**config.mk**
```make
export PLATFORM = sky130hd
export DESIGN_NAME = bisect_tuner
export DESIGN_NICKNAME = d
export VERILOG_FILES = /design/src/rtl/bisect_tuner.sv
export SDC_FILE = /design/constraint.sdc
export NUM_CORES = 1
export LEC_CHECK = 0
export CELL_PAD_IN_SITES_DETAIL_PLACEMENT = 1
export CELL_PAD_IN_SITES_GLOBAL_PLACEMENT = 2
export CORE_ASPECT_RATIO = 2
export CORE_MARGIN = 2
export CORE_UTILIZATION = 34
export CTS_BUF_LIST = sky130_fd_sc_hd__clkbuf_8
export CTS_CLUSTER_DIAMETER = 150
export DETAILED_ROUTE_END_ITERATION = 10
export PLACE_DENSITY_LB_ADDON = 0.1
export SLEW_MARGIN = 5
export SYNTH_ARGS = -nofsm -noshare
export SYNTH_HDL_FRONTEND = slang
export SYNTH_SLANG_ARGS = --single-unit
```
**constraint.sdc**
```tcl
create_clock -name clk -period 3.9 [get_ports clk]
set_clock_uncertainty 0.05 [all_clocks]
set_input_delay 0.78 -clock clk [delete_from_list [all_inputs] [get_ports clk]]
set_output_delay 0.78 -clock clk [all_outputs]
set_load 0.05 [all_outputs]
```
**src/rtl/bisect_tuner.sv**
```systemverilog
// Bisection search of a current reference against an external measurement.
// The search holds an interval [a, b] of candidate currents. Each pass sets
// i_ref to the interval midpoint, requests a measurement, and narrows the
// interval toward the target. It stops on convergence, on a run of identical
// errors (no progress), or when the evaluation budget or interval runs out.
//
// state  | meaning
// IDLE   | waiting for start, i_ref held
// SET    | register midpoint into i_ref, issue meas_req
// WAIT   | waiting for meas_valid, capture q_measured
// EVAL   | compute error, pick a terminal status or narrow interval
// DONE   | search finished, status held, start may relaunch
module bisect_tuner #(
  parameter int WIDTH    = 10,
  parameter int TOL      = 1,
  parameter int MAX_ITER = 12,
  parameter int STALL_N  = 3,
  parameter int INVERT   = 0
) (
  input  logic                          clk,
  input  logic                          rst,
  input  logic                          start,
  input  logic                          abort,
  input  logic [WIDTH-1:0]              q_desired,
  input  logic                          meas_valid,
  input  logic [WIDTH-1:0]              q_measured,
  output logic [WIDTH-1:0]              i_ref,
  output logic                          meas_req,
  output logic                          busy,
  output logic                          done,
  output logic                          converged,
  output logic                          unstable,
  output logic                          timeout,
  output logic [$clog2(MAX_ITER+1)-1:0] iter_cnt
);

  localparam int IW = $clog2(MAX_ITER + 1);
  localparam int SW = $clog2(STALL_N + 1);
  localparam int EW = WIDTH + 1;
  localparam logic [WIDTH-1:0] B_INIT = '1;

  typedef enum logic [2:0] {
    S_IDLE,
    S_SET,
    S_WAIT,
    S_EVAL,
    S_DONE
  } state_t;

  state_t            state_q;
  logic [WIDTH-1:0]  a_q, b_q, qd_q, meas_q, i_ref_q;
  logic [EW-1:0]     err_prev_q;
  logic [SW-1:0]     stall_q;
  logic [IW-1:0]     iter_q;
  logic              meas_req_q, busy_q, done_q;
  logic              converged_q, unstable_q, timeout_q;

  logic [EW-1:0]        sum_d;
  logic [WIDTH-1:0]     mid_d;
  logic [WIDTH-1:0]     span_d;
  logic signed [EW-1:0] diff_d;
  logic [EW-1:0]        err_d;
  logic [SW-1:0]        stall_d;
  logic [IW-1:0]        iter_d;
  logic                 raise_a_d;

  // Midpoint, error magnitude, stall run length and narrowing direction for EVAL/SET.
  always_comb begin
    sum_d  = {1'b0, a_q} + {1'b0, b_q};
    mid_d  = WIDTH'(sum_d >> 1);
    span_d = b_q - a_q;
    diff_d = $signed({1'b0, meas_q}) - $signed({1'b0, qd_q});
    err_d  = diff_d[EW-1] ? $unsigned(-diff_d) : $unsigned(diff_d);
    iter_d = iter_q + IW'(1);
    // The first evaluation of a search has no predecessor to compare against.
    if (iter_q == '0 || err_d != err_prev_q) begin
      stall_d = SW'(1);
    end else begin
      stall_d = stall_q + SW'(1);
    end
    // Measured value below target: need more q, which means more current
    // unless the plant response is inverted.
    raise_a_d = (meas_q < qd_q) ^ (INVERT != 0);
  end

  // Search controller with registered outputs; abort overrides every state.
  always_ff @(posedge clk or posedge rst) begin
    if (rst) begin
      state_q     <= S_IDLE;
      a_q         <= '0;
      b_q         <= B_INIT;
      qd_q        <= '0;
      meas_q      <= '0;
      i_ref_q     <= '0;
      err_prev_q  <= '0;
      stall_q     <= '0;
      iter_q      <= '0;
      meas_req_q  <= 1'b0;
      busy_q      <= 1'b0;
      done_q      <= 1'b0;
      converged_q <= 1'b0;
      unstable_q  <= 1'b0;
      timeout_q   <= 1'b0;
    end else begin
      meas_req_q <= 1'b0;
      done_q     <= 1'b0;
      if (abort) begin
        state_q     <= S_IDLE;
        busy_q      <= 1'b0;
        converged_q <= 1'b0;
        unstable_q  <= 1'b0;
        timeout_q   <= 1'b0;
      end else begin
        case (state_q)
          S_IDLE, S_DONE: begin
            if (start) begin
              qd_q        <= q_desired;
              a_q         <= '0;
              b_q         <= B_INIT;
              iter_q      <= '0;
              stall_q     <= '0;
              err_prev_q  <= '0;
              converged_q <= 1'b0;
              unstable_q  <= 1'b0;
              timeout_q   <= 1'b0;
              busy_q      <= 1'b1;
              state_q     <= S_SET;
            end
          end
          S_SET: begin
            i_ref_q    <= mid_d;
            meas_req_q <= 1'b1;
            state_q    <= S_WAIT;
          end
          S_WAIT: begin
            if (meas_valid) begin
              meas_q  <= q_measured;
              state_q <= S_EVAL;
            end
          end
          S_EVAL: begin
            iter_q     <= iter_d;
            stall_q    <= stall_d;
            err_prev_q <= err_d;
            if (err_d <= EW'(TOL)) begin
              converged_q <= 1'b1;
              done_q      <= 1'b1;
              busy_q      <= 1'b0;
              state_q     <= S_DONE;
            end else if (stall_d >= SW'(STALL_N)) begin
              unstable_q <= 1'b1;
              done_q     <= 1'b1;
              busy_q     <= 1'b0;
              state_q    <= S_DONE;
            end else if (iter_d >= IW'(MAX_ITER) || span_d <= WIDTH'(1)) begin
              timeout_q <= 1'b1;
              done_q    <= 1'b1;
              busy_q    <= 1'b0;
              state_q   <= S_DONE;
            end else begin
              if (raise_a_d) begin
                a_q <= i_ref_q;
              end else begin
                b_q <= i_ref_q;
              end
              state_q <= S_SET;
            end
          end
          default: begin
            busy_q  <= 1'b0;
            state_q <= S_IDLE;
          end
        endcase
      end
    end
  end

  assign i_ref     = i_ref_q;
  assign meas_req  = meas_req_q;
  assign busy      = busy_q;
  assign done      = done_q;
  assign converged = converged_q;
  assign unstable  = unstable_q;
  assign timeout   = timeout_q;
  assign iter_cnt  = iter_q;

endmodule

```
==> results.py <==
metrics = {
    "sta": {
        "tightest_slew_ns": 0.676,
        "slew_violations": 0,
        "setup_viol": 0,
        "fmax_mhz": 257,
        "hold_violations": 0,
        "slew_headroom": 0.547,
        "period_minus_slack_ns": 3.89,
        "rsz0062_at_grt": "true",
        "setup_ws_ns": 0.00900,
        "finalSetupTns_ns": 0,
        "period_share": 0.998,
    },
    "clock_network": {
        "clock_latency_ns": 0.36,
        "cts_buffer_depth": 2,
        "cts_max_level": 3,
        "numCtsBuffers": 9,
        "cts-root-buf": "clkbuf_8",
        "numClockSinks": 76,
        "cts_tree": "done",
        "holdBufCountCts": 0,
        "clk_pin_slew_ns": 0.09,
    },
    "routing": {
        "num_vias": 4318,
        "drtIter0Drc": 96,
        "drc_errors": 0,
        "wl_mm": 15.5,
        "wl_per_cell_um": 18.8,
        "viasPerCell": 5.25,
        "antenna_left": 0,
        "dr.pass1.iters": 4,
    },
    "placed_design": {
        "io_buffer_count": 44,
        "place_inst": 787,
        "pre_cts_ws_ns": -0.332,
        "place.gp.congestion": 0.866,
        "hpwl_mm": 12.2,
        "placed_area_um2": 5950,
    },
    "yosys": {
        "synth_most_common_cell": "dfrtp_1",
        "ys_ff_latch": 76,
        "yosysTopAreaCell": "dfrtp_1",
        "syn_inst": 509,
        "ys_top_cells_by_count": "66 x dfrtp_1, 43 x nand2_1, 43 x nor2_1",
        "synth-edff-count": 0,
        "syn_nets": 569,
        "yosys_warnings": 0,
        "synth_top_flop_cell": "dfrtp_1",
        "async_flop_share": 1.00,
        "synth.distinct_cells": 71,
        "synth_area_um2": 4910,
        "seq_area_frac_synth": 0.390,
        "syn_avg_cell_area_um2": 9.65,
        "synth_area_leaders": "dfrtp_1 34%, ha_1 8.2%, dfstp_2 5.4%",
        "synth_top_area_frac": 0.336,
    },
    "job": {
        "drv_cap": 0,
    },
    "setup_path": {
        "cp.arrival_ns": 4.11,
        "required_ns": 4.12,
        "critPathLaunchType": "register",
        "path_max_fanout": 6,
        "crit_type": "register to register",
        "worst_setup_path_end_kind": "register",
    },
    "worst_hold_path": {
        "hp-class": "register to register",
    },
    "finish": {
        "final_area_um2": 6550,
        "layout.filler_cells": 1660,
        "area_growth_pct": 33.4,
        "final_nets": 685,
        "diodes": 0,
        "final_cells": 822,
        "final_layout_size_suffix_gt1_frac": 0.256,
        "fin_util": 0.459,
    },
    "power_and_ir_drop": {
        "p_leak_uw": 0.00281,
        "peakVddDrop_mv": 0.719,
        "powerDensity_nw_per_um2": 994,
    },
    "floorplan": {
        "fp.dieH_um": 174,
        "ios": 45,
        "fp.coreArea_um2": 14300,
        "start_util": 0.344,
        "rows": 62,
        "die_w_um": 89.0,
        "die_area_um2": 15500,
    },
    "global_route": {
        "grt_start_max_net_pins": 33,
        "grt_pass1_vias": 4864,
        "grt_pass1_wl_mm": 24.9,
        "gr-total-overflow": 0,
        "grt_antenna_before_repair": 0,
        "grt_usage": 0.213,
    },
    "status": {
        "outcome": "finished, final reports clean",
    },
}
-- cells in the final DEF, fill, tap and decap left out, types with 7 or more instances in the layout --
master,n
xor2_1,7
a32o_1,10
inv_1,38
ha_1,31
dfrtp_1,66
nand2_1,41
nand2b_1,8
buf_6,13
clkbuf_8,10
o32a_1,10
buf_4,57
nor2_1,41
o21bai_1,8
a21oi_1,40
clkdlybuf4s50_1,44
nor2b_1,8
mux2_2,11
xnor2_1,22
o21ai_0,34
dfstp_2,10
a21o_1,8
-- state kept, by name (all words and copies together), names as in the netlist, 3 cells and up --
signal	flops
i_ref	10
meas_q	10
b_q	10
state_q	3
iter_cnt	4
err_prev_q	11
a_q	10
qd_q	10
-- final cells by class --
class / instances / area (um^2) / share of cell area
clock buffers: 10 / 138 / 0.0210
clock inverters: 6 / 33.8 / 0.00516
inverters: 39 / 146 / 0.0223
multi-input cells: 383 / 3020 / 0.462
flip-flops and latches: 76 / 1910 / 0.292
well taps: 192 / 240 / 0.0367
repair buffers: 116 / 1050 / 0.161
-- logic make-up after synthesis --
kind of cell,share of synthesized area
xor+xnor,0.0703
fa+ha+maj,0.0938
flops,0.390
mux,0.0341
simple gates,0.135
compound gates,0.233
buf+inv,0.0438
-- worst max-delay path, stage by stage, from the launching register on --
cell	delay (ns)
dfrtp_1	0.39
inv_2	0.08
ha_4	0.13
inv_2	0.03
fa_2	0.36
a211oi_4	0.30
o31ai_4	0.13
a21o_1	0.23
a31oi_4	0.16
xnor3_2	0.30
a2111oi_4	0.28
nand4_1	0.18
or4_4	0.54
buf_6	0.16
a41o_4	0.29
o32a_1	0.18
-- where the power goes --
group	switching [uW]	internal (uW)
clock	297	243
combinational	2510	2340
sequential	159	963
total	2960	3550
-- final timing paths --
kind                          startpoint             to  slack, ns  cells after the start
hold reg to reg            err_prev_q[9]  err_prev_q[9]       0.47                      2
setup reg to reg               meas_q[0]         b_q[3]      0.009                     15
max in group asynchronous            rst         b_q[8]       2.18                      3
hold / removal             err_prev_q[9]  err_prev_q[9]       0.47                      2
min in group asynchronous            rst  err_prev_q[9]       0.75                      2
setup / recovery               meas_q[0]         b_q[3]      0.009                     15
-- what timing repair did --
action / in CTS / in global routing
gates resized for setup: 35 / 19
cloned: 3 / 0
endpoints found under the setup margin: 24 / 24
buffers inserted: 12 / 6
pin swaps: 30 / 20
endpoints found under the hold margin: 0 / 0
-- layer usage --
metal	part of all wire	GRT usage	routed length [um]	up-vias
li1	-	-	-	2053
met1	0.31	0.191	4820	2159
met2	0.62	0.433	9610	67
met3	0.018	0.0218	279	39
met4	0.048	0.104	748	0
met5	0	0	0	-
-- through the flow --
step / hold WS, ns / power, uW
2_1_floorplan: 0.402 / 3610
3_3_place_gp: 0.426 / 5220
3_5_place_dp: 0.451 / 5330
4_1_cts: 0.470 / 6360
5_1_grt: 0.488 / 6970
6_report: 0.467 / 6510
(Power assumes the default switching activity.)
